<file path="config.mk">
export PLATFORM = sky130hd
export DESIGN_NAME = lcd_bus_arbiter
export DESIGN_NICKNAME = d
export VERILOG_FILES = /design/src/rtl/lcd_pkg.sv /design/src/rtl/lcd_watchdog.sv /design/src/rtl/lcd_bus_arbiter.sv
export SDC_FILE = /design/constraint.sdc
export NUM_CORES = 1
export LEC_CHECK = 0
export BUFFER_PORTS_ARGS = -buffer_cell sky130_fd_sc_hd__buf_2
export CORE_MARGIN = 2
export CORE_UTILIZATION = 35
export CTS_BUF_LIST = sky130_fd_sc_hd__clkbuf_8
export DETAILED_ROUTE_END_ITERATION = 8
export REMOVE_ABC_BUFFERS = 1
export SETUP_SLACK_MARGIN = 0.05
export SLEW_MARGIN = 20
export SYNTH_ARGS = -nofsm -noshare
export SYNTH_HDL_FRONTEND = slang
export SYNTH_HIERARCHICAL = 1
export SYNTH_SLANG_ARGS = --single-unit
</file>
<file path="constraint.sdc">
create_clock -name CLK -period 5.6 [get_ports CLK]
set_clock_uncertainty 0.15 [all_clocks]
set_input_delay 0.84 -clock CLK [delete_from_list [all_inputs] [get_ports CLK]]
set_output_delay 0.84 -clock CLK [all_outputs]
set_load 0.05 [all_outputs]
</file>
<file path="src/rtl/lcd_pkg.sv">
// Shared types and nibble attribute constants for the LCD transmitter arbiter.
// Imported by the arbiter FSM and the testbench.
package lcd_pkg;

   typedef enum logic [2:0] {
      ST_IDLE     = 3'd0,
      ST_R0_SEND  = 3'd1,
      ST_R0_WAIT  = 3'd2,
      ST_R1H_SEND = 3'd3,
      ST_R1H_WAIT = 3'd4,
      ST_R1L_SEND = 3'd5,
      ST_R1L_WAIT = 3'd6,
      ST_HOLD     = 3'd7
   } arb_state_t;

   localparam logic RS_CMD    = 1'b0;
   localparam logic RS_DATA   = 1'b1;
   localparam logic RB_POLL   = 1'b1;
   localparam logic RB_NOPOLL = 1'b0;
   localparam logic MODE_4BIT = 1'b1;

   function automatic logic is_send(input arb_state_t s);
      return (s == ST_R0_SEND) || (s == ST_R1H_SEND) || (s == ST_R1L_SEND);
   endfunction

   function automatic logic is_wait(input arb_state_t s);
      return (s == ST_R0_WAIT) || (s == ST_R1H_WAIT) || (s == ST_R1L_WAIT);
   endfunction

   function automatic logic is_active(input arb_state_t s);
      return (s != ST_IDLE) && (s != ST_HOLD);
   endfunction

endpackage

</file>
<file path="src/rtl/lcd_watchdog.sv">
// Transaction watchdog: counts wait cycles after a transmitter start and flags
// expiry on the last allowed cycle. Saturates at the limit, so it never wraps.
module lcd_watchdog #(
   parameter int TIMEOUT_CYCLES = 2_000_000
) (
   input  logic CLK,
   input  logic RESET,
   input  logic clear_i,
   input  logic enable_i,
   output logic expire_o
);

   localparam int            CW   = $clog2(TIMEOUT_CYCLES + 1);
   localparam logic [CW-1:0] LAST = CW'(TIMEOUT_CYCLES - 1);

   logic [CW-1:0] count_q, count_d;

   always_comb begin
      count_d = count_q;
      if (clear_i)
         count_d = '0;
      else if (enable_i && (count_q != LAST))
         count_d = count_q + CW'(1);
   end

   always_ff @(posedge CLK or posedge RESET) begin
      if (RESET)
         count_q <= '0;
      else
         count_q <= count_d;
   end

   assign expire_o = enable_i && !clear_i && (count_q == LAST);

endmodule

</file>
<file path="src/rtl/lcd_bus_arbiter.sv">
// Arbitrates the 4-bit LCD transmitter between the init sequencer (R0, nibbles)
// and the text writer (R1, bytes split high/low), with a per-transaction watchdog.
module lcd_bus_arbiter
   import lcd_pkg::*;
#(
   parameter int TIMEOUT_CYCLES = 2_000_000,
   parameter int HOLDOFF        = 2
) (
   input  logic       CLK,
   input  logic       RESET,
   input  logic       init_done_in,
   input  logic       r0_valid,
   input  logic [3:0] r0_nibble,
   input  logic       r0_mode4bit,
   input  logic       r0_read_busy,
   output logic       r0_done,
   input  logic       r1_valid,
   input  logic [7:0] r1_byte,
   input  logic       r1_rs,
   output logic       r1_done,
   output logic       tx_start,
   output logic [3:0] tx_nibble,
   output logic       tx_rs,
   output logic       tx_mode4bit,
   output logic       tx_read_busy,
   input  logic       tx_done,
   output logic       busy,
   output logic       timeout_err
);

   // HOLDOFF is assumed >= 1; the hold counter runs 0 .. HOLDOFF-1.
   localparam int                HOLD_W    = (HOLDOFF > 1) ? $clog2(HOLDOFF) : 1;
   localparam logic [HOLD_W-1:0] HOLD_LAST = HOLD_W'(HOLDOFF - 1);

   arb_state_t        state_q, state_d;
   logic [HOLD_W-1:0] hold_q, hold_d;
   logic [3:0]        low_q, low_d;
   logic              tx_start_q, tx_start_d;
   logic [3:0]        nibble_q, nibble_d;
   logic              rs_q, rs_d;
   logic              mode_q, mode_d;
   logic              rb_q, rb_d;
   logic              r0_done_q, r0_done_d;
   logic              r1_done_q, r1_done_d;
   logic              busy_q, busy_d;
   logic              err_q, err_d;
   logic              wd_expire;

   lcd_watchdog #(
      .TIMEOUT_CYCLES (TIMEOUT_CYCLES)
   ) u_watchdog (
      .CLK      (CLK),
      .RESET    (RESET),
      .clear_i  (tx_start_q),
      .enable_i (is_wait(state_q)),
      .expire_o (wd_expire)
   );

   always_comb begin
      state_d   = state_q;
      hold_d    = hold_q;
      low_d     = low_q;
      nibble_d  = nibble_q;
      rs_d      = rs_q;
      mode_d    = mode_q;
      rb_d      = rb_q;
      r0_done_d = 1'b0;
      r1_done_d = 1'b0;
      err_d     = err_q;

      case (state_q)
         ST_IDLE: begin
            if (r0_valid) begin
               state_d  = ST_R0_SEND;
               nibble_d = r0_nibble;
               rs_d     = RS_CMD;
               mode_d   = r0_mode4bit;
               rb_d     = r0_read_busy;
            end else if (r1_valid && init_done_in) begin
               state_d  = ST_R1H_SEND;
               nibble_d = r1_byte[7:4];
               low_d    = r1_byte[3:0];
               rs_d     = r1_rs;
               mode_d   = MODE_4BIT;
               rb_d     = RB_NOPOLL;
            end
         end
         ST_R0_SEND:  state_d = ST_R0_WAIT;
         ST_R1H_SEND: state_d = ST_R1H_WAIT;
         ST_R1L_SEND: state_d = ST_R1L_WAIT;
         // A tx_done coinciding with expiry wins: it is tested first.
         ST_R0_WAIT: begin
            if (tx_done || wd_expire) begin
               r0_done_d = 1'b1;
               err_d     = err_q | ~tx_done;
               state_d   = ST_HOLD;
            end
         end
         ST_R1H_WAIT: begin
            if (tx_done) begin
               state_d  = ST_R1L_SEND;
               nibble_d = low_q;
               rb_d     = RB_POLL;
            end else if (wd_expire) begin
               r1_done_d = 1'b1;
               err_d     = 1'b1;
               state_d   = ST_HOLD;
            end
         end
         ST_R1L_WAIT: begin
            if (tx_done || wd_expire) begin
               r1_done_d = 1'b1;
               err_d     = err_q | ~tx_done;
               state_d   = ST_HOLD;
            end
         end
         ST_HOLD: begin
            if (hold_q == HOLD_LAST)
               state_d = ST_IDLE;
            else
               hold_d = hold_q + HOLD_W'(1);
         end
         default: state_d = ST_IDLE;
      endcase

      if ((state_d == ST_HOLD) && (state_q != ST_HOLD))
         hold_d = '0;

      tx_start_d = is_send(state_d);
      busy_d     = is_active(state_d);
   end

   always_ff @(posedge CLK or posedge RESET) begin
      if (RESET) begin
         state_q    <= ST_IDLE;
         hold_q     <= '0;
         low_q      <= '0;
         tx_start_q <= 1'b0;
         nibble_q   <= '0;
         rs_q       <= 1'b0;
         mode_q     <= 1'b0;
         rb_q       <= 1'b0;
         r0_done_q  <= 1'b0;
         r1_done_q  <= 1'b0;
         busy_q     <= 1'b0;
         err_q      <= 1'b0;
      end else begin
         state_q    <= state_d;
         hold_q     <= hold_d;
         low_q      <= low_d;
         tx_start_q <= tx_start_d;
         nibble_q   <= nibble_d;
         rs_q       <= rs_d;
         mode_q     <= mode_d;
         rb_q       <= rb_d;
         r0_done_q  <= r0_done_d;
         r1_done_q  <= r1_done_d;
         busy_q     <= busy_d;
         err_q      <= err_d;
      end
   end

   assign tx_start     = tx_start_q;
   assign tx_nibble    = nibble_q;
   assign tx_rs        = rs_q;
   assign tx_mode4bit  = mode_q;
   assign tx_read_busy = rb_q;
   assign r0_done      = r0_done_q;
   assign r1_done      = r1_done_q;
   assign busy         = busy_q;
   assign timeout_err  = err_q;

endmodule

</file>
# Yosys cells after proc, flatten, opt, wreduce, memory -nomap -nowiden
# Index checks and enable logic that the tools add are counted.
dict set report totals {
  ff_bits 41
  inputBits 21
  word_cells 95
}
dict set report op_classes {
  addsub 2
  n_eq_ne 20
  mux 33
  bitwise 3
  n_reduce_logical 24
}
# op count
set op_table {}
lappend op_table {{$mux 21} 2}
lappend op_table {{$add 21x1->21 const B} 1}
lappend op_table {{$eq 21x21->1 const B} 1}
lappend op_table {{$ne 21x21->1 const B} 1}
lappend op_table {{$pmux 3 s7} 1}
lappend op_table {{$eq 3x3->1 const B} 6}
lappend op_table {{$mux 3} 6}
lappend op_table {{$mux 1} 17}
lappend op_table {{$mux 4} 3}
lappend op_table {{$reduce_bool 2->1} 5}
lappend op_table {{$eq 3x2->1 const B} 3}
lappend op_table {{$ne 3x3->1 const B} 3}
lappend op_table {{$pmux 4 s2} 1}
lappend op_table {{$eq 3x1->1 const B} 2}
lappend op_table {{$logic_and 1x1->1} 6}
lappend op_table {{$ne 2x2->1 const B} 3}
lappend op_table {{$pmux 1 s2} 3}
lappend op_table {{$reduce_and 3->1} 2}
lappend op_table {{$logic_or 1x1->1} 5}
lappend op_table {{$reduce_and 4->1} 1}
lappend op_table {{$logic_not 3->1} 1}
lappend op_table {{$reduce_bool 3->1} 1}
lappend op_table {{$ne 2x1->1 const B} 1}
lappend op_table {{$not 1->1} 2}
lappend op_table {{other kinds (5)} 5}

# Logic depth before layout (Yosys ltp)
# Gate-level depths: netlist of run 1.
dict set report logic_depth {
  depth_word 11
  ltp_mapped 10
  depth_no_buf 9
}

# By module
# The synthesis of run 1 kept the hierarchy.
# mod instances cells_per_inst area_each_um2
set by_module_without_submodules {}
lappend by_module_without_submodules {lcd_watchdog 1 135 1256.2}
lappend by_module_without_submodules {lcd_bus_arbiter 1 86 996.0}

# Least setup slack after synthesis of run 1
# OpenSTA, ideal clock, no wires.
dict set report synth_path {
  path_kind {register to register}
  start {reg u_watchdog.count_q[8]}
  end {reg hold_q}
  setup_time_ns 0.138
  arrival_ns 2.096
  required_time_ns 5.312
  setup_slack_ns 3.216
  stages_incl_launch_ff 10
  period_less_slack_ns 2.384
  path_cell_list {dfrtp_1 and4bb_2 and4_4 buf_6 buf_2 nor3b_1 nor2_1 o22ai_1 a221o_2 a41oi_1}
}
dict set report synth_via {
  elab_chain_cells 8
}
# element line
set synth_lines {}
lappend synth_lines {{start, declared} lcd_watchdog.sv:16} ;# logic [CW-1:0] count_q, count_d;
lappend synth_lines {{start signal, assigned} lcd_watchdog.sv:30} ;# count_q <= count_d;
lappend synth_lines {{$eq 21x21->1 *} lcd_watchdog.sv:33} ;# assign expire_o = enable_i && !clear_i && (count_q == LAST);
lappend synth_lines {{$logic_and 1x1->1 *} lcd_watchdog.sv:33}
lappend synth_lines {{via wd_expire} lcd_bus_arbiter.sv:47} ;# logic wd_expire;
lappend synth_lines {{$mux 3 / $logic_or 1x1->1 (equally long branches)} {lcd_bus_arbiter.sv:104, lcd_bus_arbiter.sv:93, lcd_bus_arbiter.sv:111}}
lappend synth_lines {{$mux 3 (on tied branches)} {lcd_bus_arbiter.sv:100, lcd_bus_arbiter.sv:93, lcd_bus_arbiter.sv:111}}
lappend synth_lines {{$pmux 3 s7 *} lcd_bus_arbiter.sv:71} ;# case (state_q)
lappend synth_lines {{via state_d[0]} lcd_bus_arbiter.sv:35} ;# arb_state_t state_q, state_d;
lappend synth_lines {{$eq 3x3->1 *} lcd_bus_arbiter.sv:126} ;# if ((state_d == ST_HOLD) && (state_q != ST_HOLD))
lappend synth_lines {{$logic_and 1x1->1 *} lcd_bus_arbiter.sv:126}
lappend synth_lines {{$mux 1 / $reduce_bool 2->1 (equally long branches)} n/a}
lappend synth_lines {{end signal, assigned} lcd_bus_arbiter.sv:149} ;# hold_q <= hold_d;
lappend synth_lines {{end, declared} lcd_bus_arbiter.sv:36} ;# logic [HOLD_W-1:0] hold_q, hold_d;
# The timed path passes the listed nets; every way through them passes the cells marked *.
# A chain may end at the register's enable or synchronous reset.

# Final worst setup path of run 1
dict set report layout_path {
  start {reg state_q[1]}
  end {reg hold_q}
}
dict set report layout_via {
  elab_chain_cells 11
}
# element line
set layout_lines {}
lappend layout_lines {{start, declared} lcd_bus_arbiter.sv:35}
lappend layout_lines {{start signal, assigned} lcd_bus_arbiter.sv:148} ;# state_q <= state_d;
lappend layout_lines {{$eq 3x2->1 / $eq 3x3->1 (equally long branches)} lcd_pkg.sv:27} ;# return (s == ST_R0_WAIT) || (s == ST_R1H_WAIT) || (s == ST_R1L_WAIT);
lappend layout_lines {{$logic_or 1x1->1} lcd_pkg.sv:27}
lappend layout_lines {{$logic_or 1x1->1 *} lcd_pkg.sv:27}
lappend layout_lines {{$logic_and 1x1->1 * (2 in a row)} lcd_watchdog.sv:33}
lappend layout_lines {{via wd_expire} lcd_bus_arbiter.sv:47}
lappend layout_lines {{$mux 3 / $logic_or 1x1->1 (equally long branches)} {lcd_bus_arbiter.sv:104, lcd_bus_arbiter.sv:93, lcd_bus_arbiter.sv:111}}
lappend layout_lines {{$mux 3 (on tied branches)} {lcd_bus_arbiter.sv:100, lcd_bus_arbiter.sv:93, lcd_bus_arbiter.sv:111}}
lappend layout_lines {{$pmux 3 s7 *} lcd_bus_arbiter.sv:71}
lappend layout_lines {{via state_d[1]} lcd_bus_arbiter.sv:35}
lappend layout_lines {{$eq 3x3->1 *} lcd_bus_arbiter.sv:126}
lappend layout_lines {{$logic_and 1x1->1 *} lcd_bus_arbiter.sv:126}
lappend layout_lines {{$mux 1 / $reduce_bool 2->1 (equally long branches)} n/a}
# Marked as above.

==> results of run 1 <==
Yosys cell counts, drive strengths merged, types with 2 or more instances:
library cell | n | area (µm²)
a211oi | 2 | 15.0
a21oi | 14 | 70.1
a31o | 2 | 17.5
a31oi | 3 | 18.8
a41oi | 2 | 17.5
and4 | 6 | 55.1
and4bb | 2 | 25.0
buf | 8 | 57.6
clkbuf | 3 | 11.3
dfrtp | 41 | 1030
inv | 9 | 33.8
mux2 | 12 | 150
mux2i | 6 | 60.1
nand2 | 15 | 56.3
nand2b | 3 | 18.8
nand3 | 8 | 40.0
nand4 | 8 | 56.3
nor2 | 15 | 58.8
nor2b | 6 | 37.5
nor3 | 5 | 36.3
nor3b | 4 | 35.0
nor4 | 2 | 12.5
o21ai | 9 | 45.0
o21bai | 2 | 15.0
o31ai | 6 | 45.0
or3 | 4 | 30.0
or4 | 8 | 63.8
xnor2 | 2 | 17.5
area by class of cell:
class,instances,area [µm²]
fill,615,3730
clock buffer,5,68.8
inverter,9,33.8
clock inverter,3,21.3
timing repair buffer,34,175
multi-input combinational,160,1120
tap,77,96.3
sequential,41,1030
metrics by stage:
step,worst slack (ns),std cells
finish,2.87,329
global route,2.61,329
floorplan,2.92,210
global placement,2.96,321
detailed placement,2.91,321
CTS,2.89,329
cells in the final DEF, fill, tap and decap left out, types with 3 or more instances in the layout:
| cell | count |
|---|---|
| nor2b_1 | 6 |
| nand2_1 | 15 |
| inv_1 | 9 |
| or4_1 | 7 |
| mux2i_1 | 6 |
| a21oi_1 | 14 |
| nand2b_1 | 3 |
| nor2_1 | 14 |
| a31oi_1 | 3 |
| dfrtp_1 | 41 |
| clkbuf_8 | 5 |
| mux2_2 | 8 |
| nor3b_1 | 3 |
| mux2_4 | 4 |
| nand4_1 | 7 |
| or3_1 | 3 |
| buf_2 | 32 |
| nor3_1 | 4 |
| o21ai_0 | 9 |
| o31ai_1 | 6 |
| nand3_1 | 8 |
| and4_1 | 5 |
worst register-to-register path: cells and delay by family (launching register included):
family / cells / cell delay (ns)
flops: 1 / 0.59
buf+inv: 1 / 0.20
compound gates: 2 / 0.25
simple gates: 7 / 1.42
path summary, 6_finish.rpt:
check / endpoint / slack [ns] / from
setup / recovery: hold_q / 2.87 / state_q[1]
hold / removal: timeout_err / 0.33 / timeout_err
setup reg to reg: hold_q / 2.87 / state_q[1]
hold reg to reg: timeout_err / 0.33 / timeout_err
max in group asynchronous: u_watchdog/count_q[15] / 4.24 / RESET
min in group asynchronous: tx_read_busy / 0.52 / RESET
where the power goes:
part           total, mW  internal (mW)  switching, mW
Combinational      0.449          0.170          0.279
Clock              0.198         0.0885          0.109
Sequential         0.444          0.369         0.0746
Total               1.09          0.628          0.463
logic make-up (layout without fill, tap and decap cells):
logic type / after synthesis / count (layout) / share of synthesized area
XOR/XNOR: 2 / 2 / 0.00778
multiplexers: 18 / 18 / 0.0933
buffers and inverters: 20 / 51 / 0.0456
AO/OA/AOI/OAI: 49 / 49 / 0.146
AND/OR/NAND/NOR: 90 / 90 / 0.247
adder cells (fa/ha/maj): 1 / 1 / 0.00555
flip-flops: 41 / 41 / 0.456
flip-flops by register name (all words and copies together) (netlist names):
register	flops
u_watchdog/count_q	21
low_q	4
tx_nibble	4
state_q	3
busy	1
hold_q	1
r0_done	1
r1_done	1
timeout_err	1
tx_mode4bit	1
tx_read_busy	1
tx_rs	1
tx_start	1
per-layer routing:
layer,track usage,up-vias,part of all wire
li1,-,887,-
met1,0.184,864,0.48
met2,0.210,41,0.47
met3,0.0374,3,0.055
met4,0.0381,0,0.0047
met5,0,-,0
==> metrics.cfg, run 1 <==
[run_status]
status = finished clean

[timing]
setup-violations-final = 0
fmaxAchievable_mhz = 366
post-route-min-period_ns = 2.73
hold_violations = 0
rsz0062_at_grt = false
worstMarginPinSlew_ns = 0.813
slew_violations = 0
timing.hold.ws_ns = 0.328
period_share = 0.487
slew_headroom = 0.457
finalSetupTns_ns = 0

[final_layout]
drive_gt1_frac = 0.270
diodes = 0
nets = 273
final_cell_area_um2 = 2540
area_growth_pct = 13.0
fin_util = 0.405

[clocking]
h-tree-depth = 2
clkTransAtPathRegs_ns = 0.09
cts-resized-gates = 0
cts.sinks = 41
cts_made_buffers = 5
postCtsSetupRepairBufs = 0
cts_tree = built
cts_root_buf = clkbuf_8
clkLatencyLatePin_ns = 0.29
max-clock-path-buffers = 2
ctsHoldBuffers = 0

[routing]
wl_um = 4490
ant_nets = 0
wire_per_inst_um = 13.6
drcViolationCount = 0
drt_iter0_markers = 84
firstDrtPassIters = 4
num_vias = 1795
via_per_inst = 5.46

[global_route]
antenna_found_initial = 0
gr-total-overflow = 0
first_global_vias = 1775
grtUsageTotal = 0.134
grt_max_degree = 32
grt_pass1_wl_um = 7980

[setup_path]
path_max_fanout = 15
worst-path-buf-inv = 1
critPathKind = reg2reg
worstSetupStartpointType = flop
reg2reg_depth = 10
crit_path_cell_trace = nor2_1 > nor2_1 > buf_4 > and4_1 > nand2_1 > nor3b_1 > nor3b_1 > o21ai_0 > nand3b_1 > a41oi_1
critPathArrivalTime_ns = 2.75
cp_top_family = simple AND/OR/NAND/NOR gates
critical_path_depth = 10
critPathSlowestCell = dfrtp_1
crit_required_ns = 5.62
worstSetupEndpointType = flop
worst_path_largest_cell_delay_ns = 0.59

[placement]
gp_congestion = 0.759
port_buffers = 32
placed_area_um2 = 2450
hpwl_um = 3250

[yosys]
syn_inst = 221
ys_seq_area_frac = 0.456
synth_edf_count = 0
syn_avg_cell_area_um2 = 10.2
ys_types = 53
syn_area_um2 = 2250
async_flop_share = 1.00
yosysWarningCount = 6
synth_ff_type = dfrtp_1
synth-seq-cells = 41

[power_and_ir_drop]
p_leak_nw = 1.13
total_power_mw = 1.09
p_per_area_nw_per_um2 = 428
irDropWorstVdd_uv = 257

[floorplanning]
io_pins = 33
core_area_um2 = 6280
die_h_um = 84.2
dieArea_um2 = 7090
start_util = 0.359
row_count = 29
die_w_um = 84.2

[min_path]
hp-class = reg2reg
whs_path_depth = 1

[flow_run]
timing.max_cap.violations = 0

Power figures use the tool's default switching activity.
==> inputs of run 2 (changes only) <==
Clock period 5.6 ns to 2.77 ns, I/O delays scaled along.
==> run 2 against run 1 <==
Combinational power up 120%. Sequential power up 91%. Fmax up 9.9%. Worst setup slack worse by 2.6 ns. Highest routed layer unchanged.
==> metrics.cfg, run 2 (synthesized netlist as in run 1, its figures left out) <==
[routing]
drt_iter0_markers = 96
drcViolationCount = 0
wl_met1_um = 2260
num_vias = 1802
ant_nets = 0
firstDrtPassIters = 4
met2WireLength_um = 2110
via_per_inst = 5.40
met3_length_um = 208
wl_um = 4640
routed.top_layer = met4
wire_per_inst_um = 13.9

[final_layout]
nets = 278
layout_common_cells = dfrtp_1 (41), buf_2 (32), nand2_1 (15)
area_growth_pct = 15.6
largest_reg_flops = 21
fillCellCount = 623
final_cell_area_um2 = 2600
drive_gt1_frac = 0.280
final_common_cell = dfrtp_1
top_register = u_watchdog/count_q
diodes = 0

[timing]
hold_violations = 0
rsz0062_at_grt = false
fmaxAchievable_mhz = 403
period_share = 0.896
slew_headroom = 0.432
worstMarginPinSlew_ns = 0.852
finalSetupTns_ns = 0
slew_violations = 0
post-route-min-period_ns = 2.48
setup-violations-final = 0

[floorplanning]
dieArea_um2 = 7090
core_area_um2 = 6280
start_util = 0.359
die_h_um = 84.2
row_count = 29
io_pins = 33
die_w_um = 84.2

[setup_path]
regToRegSetupSlack_ns = 0.29
crit_required_ns = 2.78
reg2reg_depth = 8
r2r_start = u_watchdog/count_q[0]
critPathKind = reg2reg
cp-startpoint = u_watchdog/count_q[0]
worstSetupEndpointType = flop
path_max_fanout = 6
critPathArrivalTime_ns = 2.50
worstReg2RegEnd = hold_q
worstSetupStartpointType = flop

[run_status]
status = finished clean

[clocking]
cts_tree = built
max-clock-path-buffers = 2
cts.sinks = 41
clkTransAtPathRegs_ns = 0.08
clkLatencyLatePin_ns = 0.29
h-tree-depth = 2
postCtsSetupRepairBufs = 0
cts_root_buf = clkbuf_8
cts_made_buffers = 5
ctsHoldBuffers = 0
cts-resized-gates = 0

[power_and_ir_drop]
p_per_area_nw_per_um2 = 892
p_leak_nw = 1.17
irDropWorstVdd_uv = 583
total_power_mw = 2.32

[global_route]
gr-total-overflow = 0
grt_pass1_wl_um = 7990
grt_max_degree = 31
grtUsageTotal = 0.137
first_global_vias = 1708
antenna_found_initial = 0

[placement]
port_buffers = 32
gp_congestion = 0.755
hpwl_um = 3300
placed_area_um2 = 2490

[flow_run]
timing.max_cap.violations = 0

[min_path]
hp-class = in2async

run 2: cell types whose count changed in the layout (fill, tap and decap cells not counted):
cell / change
buf_4: +5
bufinv_16: +1
clkinv_2: -1
clkinv_4: +1
clkinvlp_4: -1
inv_1: +1
inv_6: -1
run 2: metal layers:
layer  up-vias  GRT usage
li1        894          -
met1       858      0.192
met2        43      0.211
met3         7     0.0334
met4         0     0.0440
met5         -          0
run 2: worst max-delay path by stage:
| stage | end | slack, ns | depth (start not counted) |
|---|---|---|---|
| finish | hold_q | 0.29 | 8 |
| floorplan | hold_q | 0.09 | 9 |
| global route | hold_q | 0.07 | 8 |
| detailed placement | hold_q | 0.31 | 8 |
| global placement | hold_q | 0.36 | 8 |
| CTS | hold_q | 0.30 | 8 |
run 2: critical path, cell delays in order, from the launching register on:
cell	delay, ns
dfrtp_1	0.42
ha_1	0.24
and4_1	0.24
nand2_1	0.13
nor3b_1	0.56
nor2_1	0.13
o22ai_1	0.17
a221o_2	0.19
a41oi_1	0.12
run 2: cell type report:
cell class	instances	area (µm²)	share of cell area
clock buffer	5	68.8	0.0264
tap	77	96.3	0.0370
timing repair buffer	39	213	0.0817
sequential	41	1030	0.394
inverter	9	33.8	0.0130
clock inverter	3	42.5	0.0163
multi-input combinational	160	1120	0.432
run 2: report_power, final:
group	leakage (nW)	total [mW]	internal, mW	switching, mW
clock	0.0595	0.475	0.267	0.208
sequential	0.533	0.846	0.747	0.0986
combinational	0.579	1.00	0.376	0.626
total	1.17	2.32	1.39	0.933
run 2: per-stage QoR:
step | setup slack [ns] | instances | hold WS, ns | util
after floorplan | 0.0942 | 210 | 0.229 | -
after detailed placement | 0.310 | 326 | 0.313 | 0.397
after CTS | 0.303 | 334 | 0.129 | 0.415
after global routing | 0.0665 | 334 | 0.171 | 0.415
after global placement | 0.362 | 326 | 0.312 | 0.397
final | 0.287 | 334 | 0.107 | 0.415
==> inputs of run 3 (changes only) <==
--- a/config.mk
+++ b/config.mk
@@ -7,5 +7,5 @@
 export LEC_CHECK = 0
 export BUFFER_PORTS_ARGS = -buffer_cell sky130_fd_sc_hd__buf_2
-export CORE_MARGIN = 2
+export CORE_MARGIN = 8
 export CORE_UTILIZATION = 35
 export CTS_BUF_LIST = sky130_fd_sc_hd__clkbuf_8
--- a/constraint.sdc
+++ b/constraint.sdc
@@ -3,3 +3,3 @@
 set_input_delay 0.4155 -clock CLK [delete_from_list [all_inputs] [get_ports CLK]]
 set_output_delay 0.4155 -clock CLK [all_outputs]
-set_load 0.05 [all_outputs]
+set_load 0.01 [all_outputs]
==> run 3 against run 2 <==
Flip-flop and latch count did not move. Design area fell by 0.91%. Highest routed layer unchanged. Critical endpoint unchanged. Clock-buffer cell count did not move. Sequential power rose by 0.8%. Wire length rose by 7.2%. Largest cell class unchanged. Clock power fell by 17%.
==> metrics.cfg, run 3 (synthesized netlist as in run 1, its figures left out) <==
[global_route]
grt_pass1_wl_um = 8610
grt_max_degree = 31
first_global_vias = 1807
antenna_found_initial = 0
gr-total-overflow = 0
grtUsageTotal = 0.119

[clocking]
clkTransAtPathRegs_ns = 0.09
cts-resized-gates = 0
max-clock-path-buffers = 2
cts_root_buf = clkbuf_8
clkLatencyLatePin_ns = 0.30
postCtsSetupRepairBufs = 0
cts_tree = built
cts.sinks = 41
cts_made_buffers = 5
h-tree-depth = 2
ctsHoldBuffers = 0

[power_and_ir_drop]
p_leak_nw = 1.15
p_per_area_nw_per_um2 = 790
p_int_mw = 1.30
p_sw_frac = 0.364
power.share.clock = 0.193
p_sw_uw = 741
seq_power_share = 0.419
irDropWorstVdd_uv = 415
combPwrFrac = 0.389
total_power_mw = 2.04

[setup_path]
critPathKind = reg2reg
worstSetupEndpointType = flop
critPathArrivalTime_ns = 2.53
worstSetupStartpointType = flop
reg2reg_depth = 8
path_max_fanout = 6
crit_required_ns = 2.80

[routing]
ant_nets = 0
via_per_inst = 5.46
wl_met1_um = 2450
drt_iter0_markers = 66
wl_um = 4970
met3_length_um = 331
firstDrtPassIters = 4
met2WireLength_um = 2150
wire_per_inst_um = 14.9
drcViolationCount = 0
num_vias = 1823
routed.top_layer = met4

[floorplanning]
core_area_um2 = 6280
start_util = 0.359
row_count = 29
dieArea_um2 = 9260
die_w_um = 96.2
io_pins = 33
die_h_um = 96.2

[timing]
slew_violations = 0
post-route-min-period_ns = 2.50
worst_slack_ns = 0.265
fmaxAchievable_mhz = 399
hold_violations = 0
setup-violations-final = 0
rsz0062_at_grt = false
timing.hold.ws_ns = 0.113
worstMarginPinSlew_ns = 0.856
period_share = 0.904
slew_headroom = 0.428
finalSetupTns_ns = 0

[flow_run]
timing.max_cap.violations = 0

[final_layout]
layout_common_cells = dfrtp_1 (41), buf_2 (32), nand2_1 (15)
drive_gt1_frac = 0.280
top_register = u_watchdog/count_q
nets = 278
diodes = 0
area_growth_pct = 14.6
largest_reg_flops = 21
final_common_cell = dfrtp_1

[placement]
pre_cts_slack_ns = 0.276
gp_congestion = 0.805
hpwl_um = 3510
port_buffers = 32

[min_path]
hp-class = in2async

[run_status]
status = finished clean

==> run 3: changes by cell type in the layout (fill, tap and decap cells not counted), sizes merged <==
cell      previous run  this run
bufinv               1         0
clkinv               1         0
clkinvlp             0         2
==> run 3: power by group through the flow <==
stage,clock network [mW],logic [mW],registers [mW]
2_1_floorplan,0,0.442,0.936
3_3_place_gp,0,0.794,0.859
3_5_place_dp,0,0.803,0.856
4_1_cts,0.410,0.801,0.850
5_1_grt,0.439,0.889,0.871
6_report,0.393,0.792,0.853
==> run 3: worst max-delay path, stage by stage, from the launching register on <==
cell and delay (ns):
dfrtp_1 0.43, ha_1 0.24, and4_1 0.25, nand2_1 0.13, nor3b_1 0.57, nor2_1 0.14, o22ai_1 0.18, a221o_2 0.19
a41oi_1 0.11
==> run 3: routing by layer <==
layer,track usage,vias up
met1,0.155,864
li1,-,893
met5,0,-
met4,0.0397,0
met3,0.0499,4
met2,0.172,62
==> run 3: final cells by class <==
| cell class | count | area (µm²) |
|---|---|---|
| Timing Repair Buffer | 39 | 213 |
| Tap cell | 77 | 96.3 |
| Inverter | 9 | 33.8 |
| Clock inverter | 3 | 18.8 |
| Sequential cell | 41 | 1030 |
| Fill cell | 613 | 3700 |
| Multi-Input combinational cell | 160 | 1120 |
| Clock buffer | 5 | 68.8 |
==> run 3: worst paths after layout <==
check	from	endpoint	slack, ns
max	u_watchdog/count_q[0]	hold_q	0.27
min	RESET	tx_read_busy	0.11
max reg2reg	u_watchdog/count_q[0]	hold_q	0.27
min reg2reg	timeout_err	timeout_err	0.33
max in group asynchronous	RESET	u_watchdog/count_q[19]	1.78
min in group CLK	r1_rs	tx_rs	0.17
==> run 3: metrics by stage <==
| step | utilization | instances | area (µm²) |
|---|---|---|---|
| final | 0.411 | 334 | 2580 |
| after global routing | 0.411 | 334 | 2580 |
| after floorplan | - | 210 | 2180 |
| after detailed placement | 0.397 | 326 | 2490 |
| after global placement | 0.397 | 326 | 2490 |
| after CTS | 0.411 | 334 | 2580 |
